### config.mk
export PLATFORM = sky130hd
export DESIGN_NAME = rr_arb4_mux_stage
export DESIGN_NICKNAME = d
export VERILOG_FILES = /design/src/rtl/arb4_pkg.sv /design/src/rtl/MUX4to1.sv /design/src/rtl/rr_grant4.sv /design/src/rtl/rr_arb4_mux_stage.sv
export SDC_FILE = /design/constraint.sdc
export NUM_CORES = 1
export LEC_CHECK = 0
export BUFFER_PORTS_ARGS = -buffer_cell sky130_fd_sc_hd__buf_2
export CAP_MARGIN = 40
export CELL_PAD_IN_SITES_DETAIL_PLACEMENT = 1
export CELL_PAD_IN_SITES_GLOBAL_PLACEMENT = 2
export CORE_UTILIZATION = 27
export CTS_CLUSTER_DIAMETER = 80
export DETAILED_ROUTE_END_ITERATION = 8
export PLACE_DENSITY_LB_ADDON = 0.1
export SLEW_MARGIN = 10
export SYNTH_ARGS = -nofsm -noshare
export SYNTH_HDL_FRONTEND = slang
export SYNTH_SLANG_ARGS = --single-unit
### constraint.sdc
create_clock -name clk -period 4.8 [get_ports clk]
set_input_delay 0.96 -clock clk [delete_from_list [all_inputs] [get_ports clk]]
set_output_delay 0.96 -clock clk [all_outputs]
set_load 0.01 [all_outputs]
### src/rtl/arb4_pkg.sv
// Shared types for the 4-source round-robin feeder in front of the 4:1 mux.
//   sel_t    : 2-bit source index / mux select
//   NUM_SRC  : number of arbitrated sources
//   state_t  : output buffer occupancy (EMPTY / FULL)
//   next_ptr : round-robin successor of a source index (3 wraps to 0)
package arb4_pkg;

  localparam int NUM_SRC = 4;

  typedef logic [1:0] sel_t;

  typedef enum logic [0:0] {
    EMPTY = 1'b0,
    FULL  = 1'b1
  } state_t;

  function automatic sel_t next_ptr(input sel_t idx);
    next_ptr = idx + sel_t'(1);
  endfunction

endpackage

### src/rtl/MUX4to1.sv
// Existing 4:1 datapath mux, reused unchanged by the feeder stage.
// Ports:
//   Sel    : 2-bit select
//   D0..D3 : WIDTH-bit data inputs
//   Y      : selected word (combinational)
module MUX4to1 #(
  parameter int WIDTH = 8
) (
  input  logic [1:0]       Sel,
  input  logic [WIDTH-1:0] D0,
  input  logic [WIDTH-1:0] D1,
  input  logic [WIDTH-1:0] D2,
  input  logic [WIDTH-1:0] D3,
  output logic [WIDTH-1:0] Y
);

  always_comb begin
    unique case (Sel)
      2'd0:    Y = D0;
      2'd1:    Y = D1;
      2'd2:    Y = D2;
      default: Y = D3;
    endcase
  end

endmodule

### src/rtl/rr_grant4.sv
// Combinational round-robin grant for four requesters.
// Searches ptr, ptr+1, ptr+2, ptr+3 (mod 4) and grants the first requester
// found. With en low nothing is granted.
// Ports:
//   req     : per-source request
//   ptr     : highest-priority index for this cycle
//   en      : grant enable (buffer able to accept a beat)
//   gnt_vld : a grant exists
//   gnt_idx : granted index (equals ptr when no grant)
module rr_grant4
  import arb4_pkg::*;
(
  input  logic [NUM_SRC-1:0] req,
  input  sel_t               ptr,
  input  logic               en,
  output logic               gnt_vld,
  output sel_t               gnt_idx
);

  sel_t cand;

  always_comb begin
    gnt_vld = 1'b0;
    gnt_idx = ptr;
    cand    = ptr;
    for (int k = 0; k < NUM_SRC; k++) begin
      // 2-bit addition wraps naturally, giving the modulo-4 search order.
      cand = ptr + sel_t'(k);
      if (en && !gnt_vld && req[cand]) begin
        gnt_vld = 1'b1;
        gnt_idx = cand;
      end
    end
  end

endmodule

### src/rtl/rr_arb4_mux_stage.sv
// Feeder stage for the 4:1 datapath mux. Arbitrates four valid/ready
// sources round-robin, drives the mux select and registers the selected
// word into a single-entry output buffer with a valid/ready handshake.
//
// Ports:
//   clk       : clock, rising edge
//   rst_n     : asynchronous active-low reset
//   in_valid  : per-source valid (bit i belongs to Di)
//   in_ready  : per-source ready, one-hot or zero
//   D0..D3    : source data words
//   sel       : mux select (granted index, else ptr)
//   out_valid : output buffer holds a beat
//   out_ready : consumer accepts the beat
//   out_data  : registered selected word
//   out_src   : index of the source that produced out_data
//
// State  | meaning
// -------+-----------------------------------------------
// EMPTY  | buffer holds no beat, out_valid = 0
// FULL   | buffer holds a beat, out_valid = 1
module rr_arb4_mux_stage
  import arb4_pkg::*;
#(
  parameter int WIDTH = 8
) (
  input  logic                clk,
  input  logic                rst_n,
  input  logic [NUM_SRC-1:0]  in_valid,
  output logic [NUM_SRC-1:0]  in_ready,
  input  logic [WIDTH-1:0]    D0,
  input  logic [WIDTH-1:0]    D1,
  input  logic [WIDTH-1:0]    D2,
  input  logic [WIDTH-1:0]    D3,
  output logic [1:0]          sel,
  output logic                out_valid,
  input  logic                out_ready,
  output logic [WIDTH-1:0]    out_data,
  output logic [1:0]          out_src
);

  state_t           state;
  sel_t             ptr;
  logic             can_load;
  logic             grant_en;
  logic             gnt_vld;
  sel_t             gnt_idx;
  logic [WIDTH-1:0] mux_y;

  assign out_valid = (state == FULL);

  // Buffer can take a beat when empty or when its beat leaves this cycle.
  // The grant depends only on in_valid, state, out_ready and ptr, so
  // in_ready never feeds back into itself.
  assign can_load = (state == EMPTY) || out_ready;

  // Reset is asynchronous: keep every ready low while it is held so no
  // source sees a handshake that the buffer will never capture.
  assign grant_en = can_load && rst_n;

  rr_grant4 u_grant (
    .req     (in_valid),
    .ptr     (ptr),
    .en      (grant_en),
    .gnt_vld (gnt_vld),
    .gnt_idx (gnt_idx)
  );

  always_comb begin
    in_ready = '0;
    if (gnt_vld) begin
      in_ready[gnt_idx] = 1'b1;
    end
  end

  assign sel = gnt_vld ? gnt_idx : ptr;

  MUX4to1 #(
    .WIDTH (WIDTH)
  ) u_mux (
    .Sel (sel),
    .D0  (D0),
    .D1  (D1),
    .D2  (D2),
    .D3  (D3),
    .Y   (mux_y)
  );

  // A grant is only ever issued to a requester with valid high, so a grant
  // is the transfer.
  always_ff @(posedge clk or negedge rst_n) begin
    if (!rst_n) begin
      state    <= EMPTY;
      ptr      <= '0;
      out_data <= '0;
      out_src  <= '0;
    end else begin
      unique case (state)
        EMPTY: if (gnt_vld) state <= FULL;
        FULL:  if (out_ready && !gnt_vld) state <= EMPTY;
        default: state <= EMPTY;
      endcase
      if (gnt_vld) begin
        out_data <= mux_y;
        out_src  <= gnt_idx;
        ptr      <= next_ptr(gnt_idx);
      end
    end
  end

endmodule
==> impl_summary.log, run 1 <==
[metrics] latest clock arrival within the worst-skew pair: between 0.2 and 0.25 ns
[metrics] worst path arrival time: around 2.8 ns
[metrics] Clock Sinks: 13
[metrics] ratio of total power to cell area: ~450 nW/um^2
[metrics] commonest non-fill, non-tap cell in the layout: buf_2
[metrics] met2 Track Usage GR: ~30%
[metrics] DRC violation count after routing: 0
[metrics] worst clock skew on the final layout: slightly below 0.001 ns
[metrics] Final Wtd Congestion: ~0.78
[metrics] instance count after placement with tap cells included: approximately 250
[metrics] average wire length per cell after detail routing: between 15 and 20 um
[metrics] clk slew on worst S/H paths: roughly 0.050 ns
[metrics] relative area change from synthesis to final layout: 27.6%
[metrics] row cnt: 23
[metrics] required time at the worst-slack endpoint: 3.84 ns
[metrics] CTS Hold Buffers Added: 0
[metrics] number of synthesis warnings: 0
[metrics] CTS resizes: 0
[metrics] Cell Area, Placed: between 1000 and 1500 um^2
[metrics] number of buffers created by CTS: 3
[metrics] post-route design area: approximately 1500 um^2
[metrics] maximum VDD drop: 0.000165 V
[metrics] GR Util met3: ~2.1%
[metrics] final period demand of the worst path: 3.79 ns
[metrics] gate count of the mapped netlist: between 100 and 150
[metrics] most common flop cell mapped by yosys: dfrtp_1
[metrics] unique cell type count in the Yosys netlist: 42
[metrics] met1 GRT Util: 25.1%
[metrics] Std-Cell Core Area: 4140 um^2
[metrics] proportion of synthesized chip area in sequential cells: 27.0%
[metrics] busiest metal layer after global routing: met2
[metrics] Detailed Routing Iterations Pass 1: 4
[metrics] count of flip-flops with a built-in enable after synthesis: 0
[metrics] part of the cycle the worst path needs: between 70% and 80%
[metrics] unrepaired setup endpoints after global routing: no
[metrics] number of antenna diodes: 0
[metrics] worst slew pin tran: approximately 0.48 ns
[metrics] leakage: about 0.00076 uW
[metrics] max-slew violation count: 0
[metrics] Initial Util: slightly below 30%
[metrics] upper clock frequency limit: between 200 and 300 MHz
[metrics] result of the run: finished clean
[metrics] Max-Slew Margin vs Limit: 67.9%
[metrics] worst hold path class: reg -> reg
[metrics] width of the chip: a little under 70 um
[metrics] number of I/O port buffers: 55
[metrics] GRT Residual Overflow: 0
[metrics] cell area after synthesis: 1200 um^2
[metrics] post-synthesis register bit count: 13
[metrics] number of global-route vias before repair: between 1000 and 1500
[metrics] TritonCTS clock tree: done
[metrics] most frequent cells in the layout: buf_2 (55), nand2_1 (19), o22ai_1 (15)
[metrics] total routing usage reported by global routing: roughly 18%
[metrics] detail-routed via count per cell: 5.30
[metrics] Clock H-tree levels: 1
[metrics] I/O pin count: 56
[metrics] CP Capture Type: primary output
[metrics] root buf cell: clkbuf_8
[metrics] largest net degree at the start of global routing: 17
[metrics] highest fanout seen on the critical path: 12
[metrics] HPWL Detailed: between 3000 and 4000 um
[metrics] Chip Height: between 60 and 70 um
[metrics] fraction of layout instances using a drive strength above 1: between 30% and 40%
[metrics] worst setup path category: in -> out
[metrics] net count after synthesis: between 150 and 200
[metrics] total die area: between 4000 and 5000 um^2
[metrics] number of setup violations in the final report: 0
[metrics] post-CTS setup buffer count: 0
[metrics] final count of hold timing violations: 0
[metrics] number of max-capacitance violations reported: 0
[metrics] wire length reported by the detailed router: about 3900 um
[metrics] detailed router's first-iteration violation count: 81
[metrics] CP startpoint kind: input port
[metrics] mean instance size in the synthesized netlist: a little over 8 um^2
[metrics] via count: ~1300
[metrics] final standard cell count with taps included and fillers excluded: 250
[metrics] wire length of the first global-routing pass: 6220 um
[metrics] fraction of registers with async set/reset: 100%
[metrics] final net count: between 200 and 250
[metrics] maximum buffer depth of the clock tree: 2
[metrics] final-layout worst hold slack: 0.484 ns
[metrics] antenna violations before repair: 0
[metrics] remaining antenna violation count after routing: 0
[metrics] setup TNS: 0 ns
==> registers in the layout, indices dropped and copies added (netlist names) <==
name	count
out_data	8
ptr	2
out_valid	1
out_src	2
==> through the flow <==
stage               total power, uW  util (%)  worst slack [ns]
finish                          686      37.1              1.01
global route                    752      37.1             0.768
CTS                             697      37.1             0.986
detailed placement              598      36.0              1.00
global placement                585      36.0              1.09
floorplan                       469         -              1.49
==> synthesized netlist by cell type, types with 4 or more instances <==
cell	count	share of area, %
o21ai_0	4	1.7
a211o_1	8	5.8
a22oi_1	7	4.4
a31oi_1	4	2.1
a21oi_1	5	2.1
and2_1	4	2.1
dfrtp_1	13	27
inv_1	9	2.8
nand2_1	19	5.9
nor2_1	8	2.5
nand3_1	8	3.3
ha_1	4	4.2
o22ai_1	15	7.8
==> kinds of logic (layout without fill, tap and decap cells) <==
kind of cell / after synthesis / count (layout) / share of synthesized area, %
AND/OR/NAND/NOR: 55 / 55 / 24.3
AO/OA/AOI/OAI: 58 / 58 / 36.3
flip-flops: 13 / 13 / 27.0
buffers and inverters: 17 / 70 / 8.20
adder cells (fa/ha/maj): 4 / 4 / 4.15
==> worst paths after layout <==
path,cells after the start,from,slack (ns),to
max,9,in_valid[2],1.01,in_ready[1]
min,2,out_data[6]$_DFFE_PN0P_,0.48,out_data[6]$_DFFE_PN0P_
max reg2reg,7,ptr[1]$_DFFE_PN0P_,2.64,ptr[1]$_DFFE_PN0P_
min reg2reg,2,out_data[6]$_DFFE_PN0P_,0.48,out_data[6]$_DFFE_PN0P_
max in group asynchronous,1,rst_n,3.93,out_data[1]$_DFFE_PN0P_
min in group asynchronous,1,rst_n,0.62,out_data[5]$_DFFE_PN0P_
==> metal layers <==
layer / up-vias / part of all wire, %
met5: - / 0
met4: 0 / 0.25
met3: 2 / 5.1
met2: 36 / 46
met1: 623 / 49
li1: 663 / -
==> critical path, cell delays in order <==
cell and delay (ns):
buf_2 0.19, and3b_1 0.21, a211oi_2 0.34, nor2_1 0.18, nor2_1 0.34, inv_1 0.13
ha_1 0.21, and2_1 0.14, buf_2 0.14
==> area by class of cell <==
type	instances	area (um^2)
fillers	537	2610
multi-input cells	117	781
flip-flops and latches	13	325
repair buffers	57	290
well taps	50	62.6
clock buffers	4	45.0
inverters	9	33.8
==> power by group <==
part / internal (uW) / leakage (uW) / switching [uW] / total [uW]
combinational: 162 / 0.000579 / 227 / 389
sequential: 158 / 0.000156 / 43.7 / 202
clock: 58.5 / 0.0000228 / 37.5 / 96.0
total: 378 / 0.000758 / 308 / 686
Note: power is estimated with default switching activity, not from simulation.
==> run 2, diff against run 1 <==
- CORE_UTILIZATION: 27 -> 25
- clock period: 4.8 -> 3.9 ns (I/O delays scaled with it)
==> run 2 against run 1 <==
Utilization fell by 2.7 points; critical path depth is the same; design area increased by 0.65%; highest routed layer unchanged.
==> impl_summary.log, run 2 (synthesized netlist as in run 1, its figures left out) <==
[metrics] GRT Residual Overflow: 0
[metrics] most frequent cells in the layout: buf_2 (55), nand2_1 (19), o22ai_1 (15)
[metrics] via count: roughly 1400
[metrics] instance count after placement with tap cells included: 249
[metrics] worst slack at placement: between 0.5 and 0.6 ns
[metrics] Initial Util: 26.8%
[metrics] latest clock arrival within the worst-skew pair: ~0.24 ns
[metrics] upper clock frequency limit: approximately 300 MHz
[metrics] setup TNS: 0 ns
[metrics] clock network fraction of design power: ~14%
[metrics] Switching Share: 45.3%
[metrics] final net count: approximately 250
[metrics] row cnt: 24
[metrics] number of buffers created by CTS: 3
[metrics] leakage: between 0.0007 and 0.0008 uW
[metrics] detailed router's first-iteration violation count: 101
[metrics] maximum VDD drop: between 0.0002 and 0.00025 V
[metrics] result of the run: finished clean
[metrics] total die area: between 5000 and 6000 um^2
[metrics] remaining antenna violation count after routing: 0
[metrics] largest delay contributor family on the critical path: simple AND/OR/NAND/NOR gates
[metrics] worst hold path class: in -> async
[metrics] maximum buffer depth of the clock tree: 2
[metrics] Crit path buffers/inverters: 3
[metrics] net switching component of the power: about 390 uW
[metrics] Cell Area, Placed: roughly 1500 um^2
[metrics] commonest non-fill, non-tap cell in the layout: buf_2
[metrics] root buf cell: clkbuf_8
[metrics] Max-Slew Margin vs Limit: between 50 and 60%
[metrics] slowest cell on the critical path: a211oi_2
[metrics] number of I/O port buffers: 55
[metrics] number of max-capacitance violations reported: 0
[metrics] Most flops, register: out_data
[metrics] filler cell count in the final layout: approximately 590
[metrics] wire length reported by the detailed router: about 4000 um
[metrics] width of the chip: 71.4 um
[metrics] relative area change from synthesis to final layout: 28.5%
[metrics] CTS resizes: 0
[metrics] average wire length per cell after detail routing: between 15 and 20 um
[metrics] crit-path cells: buf_2 > and3b_1 > a211oi_2 > nor2_1 > nor2_1 > inv_1 > ha_1 > and2_1 > buf_2
[metrics] worst slew pin tran: 0.643 ns
[metrics] part of the cycle the worst path needs: approximately 87%
[metrics] flip-flop count of the largest register, all copies and words added: 8
[metrics] Post-Route Utilization: between 30 and 40%
[metrics] detail-routed via count per cell: roughly 5.3
[metrics] final period demand of the worst path: between 3 and 4 ns
[metrics] highest fanout seen on the critical path: 12
[metrics] final count of hold timing violations: 0
[metrics] TritonCTS clock tree: done
[metrics] I/O pin count: 56
[metrics] largest stage delay on the critical path: 0.34 ns
[metrics] share of power burned in combinational logic: 57.1%
[metrics] CP Capture Type: primary output
[metrics] CP startpoint kind: input port
[metrics] Clock H-tree levels: 1
[metrics] number of setup violations in the final report: 0
[metrics] ratio of total power to cell area: roughly 550 nW/um^2
[metrics] max-slew violation count: 0
[metrics] antenna violations before repair: 0
[metrics] clk slew on worst S/H paths: around 0.05 ns
[metrics] largest registers: out_data: 8 flops, out_src: 2 flops, ptr: 2 flops
[metrics] final standard cell count with taps included and fillers excluded: between 200 and 300
[metrics] Clock Sinks: 13
[metrics] sequential cell fraction of total power: between 20% and 30%
[metrics] HPWL Detailed: approximately 3200 um
[metrics] fraction of layout instances using a drive strength above 1: between 30% and 40%
[metrics] Std-Cell Core Area: 4500 um^2
[metrics] number of antenna diodes: 0
[metrics] post-CTS setup buffer count: 0
[metrics] post-route worst setup slack: between 0.5 and 0.6 ns
[metrics] Chip Height: a little over 70 um
[metrics] worst clock skew on the final layout: 0.00237 ns
[metrics] Final Wtd Congestion: roughly 0.76
[metrics] CTS Hold Buffers Added: 0
[metrics] wire length of the first global-routing pass: roughly 6400 um
[metrics] worst path arrival time: roughly 2.6 ns
[metrics] largest net degree at the start of global routing: 13
[metrics] DRC violation count after routing: 0
[metrics] post-route design area: between 1500 and 2000 um^2
[metrics] Detailed Routing Iterations Pass 1: 4
[metrics] worst setup path category: in -> out
[metrics] number of global-route vias before repair: about 1300
[metrics] total routing usage reported by global routing: 16.1%
[metrics] unrepaired setup endpoints after global routing: no
[metrics] Int Power: roughly 470 uW
[metrics] required time at the worst-slack endpoint: between 3 and 4 ns
[run 2: changes by cell type in the layout (fill, tap and decap cells not counted)]
cell / change
buf_4: +1
[run 2: through the flow]
stage / hold slack, ns / power [uW]
floorplan: 0.484 / 577
global placement: 0.475 / 721
detailed placement: 0.479 / 737
CTS: 0.372 / 859
global route: 0.380 / 932
finish: 0.374 / 850
[run 2: cell type report]
cell class              instances  area (um^2)  area share, %
multi-input cells             117          781           50.4
flip-flops and latches         13          325           21.0
clock buffers                   4         45.0           2.91
repair buffers                 58          298           19.2
well taps                      52         65.1           4.20
inverters                       9         33.8           2.18
[run 2: power by group through the flow]
stage | combinational (uW) | sequential, uW | clock [uW]
3_3_place_gp | 472 | 249 | 0
2_1_floorplan | 322 | 255 | 0
4_1_cts | 490 | 247 | 122
6_report | 485 | 247 | 118
5_1_grt | 540 | 258 | 133
3_5_place_dp | 489 | 248 | 0
[run 2: worst register-to-register path: cells and delay by family, from the launching register on]
family / cells / cell delay, ns
simple gates: 2 / 0.59
compound gates: 4 / 0.89
flops: 1 / 0.50
[run 2: routing by layer]
metal	global-route usage, %	wire, um	up-vias
met5	0	0	-
met1	24.5	1990	653
met2	24.7	1870	37
met3	1.83	145	2
li1	-	-	659
met4	2.67	15	0
[run 2: final timing paths]
path                                         startpoint                       to  slack (ns)  depth (start not counted)
worst max-delay path                        in_valid[2]              in_ready[3]        0.52                          9
worst min-delay path                              rst_n  out_data[0]$_DFFE_PN0P_        0.37                          1
worst max register to register       ptr[1]$_DFFE_PN0P_  out_data[7]$_DFFE_PN0P_        1.79                          6
worst min register to register  out_data[3]$_DFFE_PN0P_  out_data[3]$_DFFE_PN0P_        0.48                          2
max in group asynchronous                         rst_n   out_src[1]$_DFFE_PN0P_        3.17                          2
min in group clk                out_data[3]$_DFFE_PN0P_  out_data[3]$_DFFE_PN0P_        0.48                          2
==> run 3, diff against run 2 <==
- RECOVER_POWER: unset -> 25
==> run 3 against run 2 <==
Critical path depth stayed put; via count stayed put; setup slack stayed put; utilization is 0.11 points lower; cell count stayed put; register-to-register slack hardly changed; hold slack better by 0.073 ns; sequential power hardly changed; count of clock-buffer cells in the layout stayed put; largest cell class unchanged.
==> impl_summary.log, run 3 (synthesized netlist as in run 1, its figures left out) <==
[metrics] Clock Sinks: 13
[metrics] cell depth of the worst flop-to-flop path: 6
[metrics] largest stage delay on the critical path: approximately 0.34 ns
[metrics] wire length reported by the detailed router: 4020 um
[metrics] worst slew pin tran: ~0.64 ns
[metrics] setup TNS: 0 ns
[metrics] remaining antenna violation count after routing: 0
[metrics] leakage: 0.000756 uW
[metrics] largest registers: out_data: 8 flops, out_src: 2 flops, ptr: 2 flops
[metrics] Max-Slew Margin vs Limit: around 57%
[metrics] share of power burned in combinational logic: 57.1%
[metrics] antenna violations before repair: 0
[metrics] upper clock frequency limit: ~300 MHz
[metrics] relative area change from synthesis to final layout: 28.0%
[metrics] width of the chip: just over 70 um
[metrics] GRT Residual Overflow: 0
[metrics] commonest non-fill, non-tap cell in the layout: buf_2
[metrics] slowest cell on the critical path: a211oi_2
[metrics] root buf cell: clkbuf_8
[metrics] Final Wtd Congestion: between 0.7 and 0.8
[metrics] I/O pin count: between 50 and 60
[metrics] worst path arrival time: 2.60 ns
[metrics] sequential cell fraction of total power: 29.1%
[metrics] clock network fraction of design power: between 10% and 20%
[metrics] HPWL Detailed: about 3200 um
[metrics] total die area: between 5000 and 6000 um^2
[metrics] latest clock arrival within the worst-skew pair: 0.24 ns
[metrics] unrepaired setup endpoints after global routing: no
[metrics] worst hold path class: in -> async
[metrics] final count of hold timing violations: 0
[metrics] ratio of total power to cell area: 551 nW/um^2
[metrics] setup slack of the most critical reg-to-reg path: roughly 1.8 ns
[metrics] fraction of layout instances using a drive strength above 1: between 30% and 40%
[metrics] total routing usage reported by global routing: between 10% and 20%
[metrics] post-CTS setup buffer count: 0
[metrics] CTS Hold Buffers Added: 0
[metrics] number of global-route vias before repair: approximately 1300
[metrics] Clock H-tree levels: 1
[metrics] detail-routed via count per cell: 5.34
[metrics] number of I/O port buffers: between 50 and 60
[metrics] top metal layer carrying routed signals: met4
[metrics] CTS resizes: 0
[metrics] number of setup violations in the final report: 0
[metrics] flip-flop count of the largest register, all copies and words added: 8
[metrics] TritonCTS clock tree: done
[metrics] maximum buffer depth of the clock tree: 2
[metrics] largest delay contributor family on the critical path: simple AND/OR/NAND/NOR gates
[metrics] CP Capture Type: primary output
[metrics] Post-Route Utilization: 34.3%
[metrics] total design power: 850 uW
[metrics] Detailed Routing Iterations Pass 1: 4
[metrics] average wire length per cell after detail routing: around 16 um
[metrics] routed length on met1: roughly 2000 um
[metrics] Chip Height: slightly above 70 um
[metrics] number of antenna diodes: 0
[metrics] Int Power: approximately 460 uW
[metrics] Most flops, register: out_data
[metrics] highest fanout seen on the critical path: 12
[metrics] most frequent cells in the layout: buf_2 (54), nand2_1 (19), o22ai_1 (15)
[metrics] worst clock skew on the final layout: about 0.0023 ns
[metrics] Initial Util: 26.8%
[metrics] number of buffers created by CTS: 3
[metrics] startpoint of the worst register-to-register path: ptr[1]$_DFFE_PN0P_
[metrics] result of the run: finished clean
[metrics] part of the cycle the worst path needs: a little under 90%
[metrics] met2 wire length: 1870 um
[metrics] crit-path cells: buf_2 > and3b_1 > a211oi_2 > nor2_1 > nor2_1 > inv_1 > ha_1 > and2_1 > buf_2
[metrics] worst setup path category: in -> out
[metrics] net switching component of the power: 385 uW
[metrics] row cnt: 24
[metrics] final period demand of the worst path: ~3.4 ns
[metrics] largest net degree at the start of global routing: 13
[metrics] via count: between 1000 and 1500
[metrics] detailed router's first-iteration violation count: between 100 and 150
[metrics] maximum VDD drop: around 0.00021 V
[metrics] Crit path buffers/inverters: 3
[metrics] Routed met3 length: 145 um
[metrics] Switching Share: 45.3%
[metrics] final net count: 245
[metrics] worst flop-to-flop path endpoint: out_data[7]$_DFFE_PN0P_
[metrics] required time at the worst-slack endpoint: 3.12 ns
[metrics] max-slew violation count: 0
[metrics] Std-Cell Core Area: ~4500 um^2
[metrics] number of max-capacitance violations reported: 0
[metrics] CP startpoint kind: input port
[metrics] clk slew on worst S/H paths: 0.05 ns
[metrics] wire length of the first global-routing pass: around 6400 um
[metrics] DRC violation count after routing: 0
==> run 3: cell count changes in the layout (fill, tap and decap cells not counted), sizes merged <==
cell / delta
buf: -2
clkbuf: +2
==> run 3: worst max path at each step <==
stage / slack, ns / from / endpoint / depth (start not counted)
global route: 0.32 / rst_n / in_ready[2] / 7
CTS: 0.50 / in_valid[2] / in_ready[3] / 9
global placement: 0.59 / in_valid[2] / in_ready[3] / 9
finish: 0.52 / in_valid[2] / in_ready[3] / 9
detailed placement: 0.50 / in_valid[2] / in_ready[3] / 9
floorplan: 0.95 / in_valid[1] / in_ready[1] / 8
==> run 3: stage by stage <==
step | worst slack [ns] | std cells | cell area [um^2] | hold WS (ns)
6_report | 0.516 | 253 | 1540 | 0.447
5_1_grt | 0.317 | 253 | 1540 | 0.483
4_1_cts | 0.500 | 253 | 1550 | 0.372
3_5_place_dp | 0.505 | 249 | 1500 | 0.479
3_3_place_gp | 0.590 | 249 | 1500 | 0.475
2_1_floorplan | 0.954 | 147 | 1200 | 0.484
==> run 3: power by group through the flow <==
stage	registers, uW	clock network (uW)	logic (uW)
after global routing	258	133	540
after floorplan	255	0	322
final	247	118	485
after CTS	247	122	490
after detailed placement	248	0	489
after global placement	249	0	472
==> run 3: area by class of cell <==
cell class	instances	area (um^2)
clock buffer	4	45.0
fill	590	2960
inverter	9	33.8
multi-input combinational	117	781
sequential	13	325
tap	52	65.1
timing repair buffer	58	293
==> run 3: worst reg2reg max path: cells and delay by family, from the launching register on <==
family             cells  cell delay (ns)
DFF                    1             0.50
AOI/OAI and AO/OA      4             0.89
and+or+nand+nor        2             0.59
==> run 3: layer usage <==
metal | vias up | track usage, %
li1 | 659 | -
met1 | 653 | 24.5
met2 | 37 | 24.7
met3 | 2 | 1.83
met4 | 0 | 2.67
met5 | - | 0
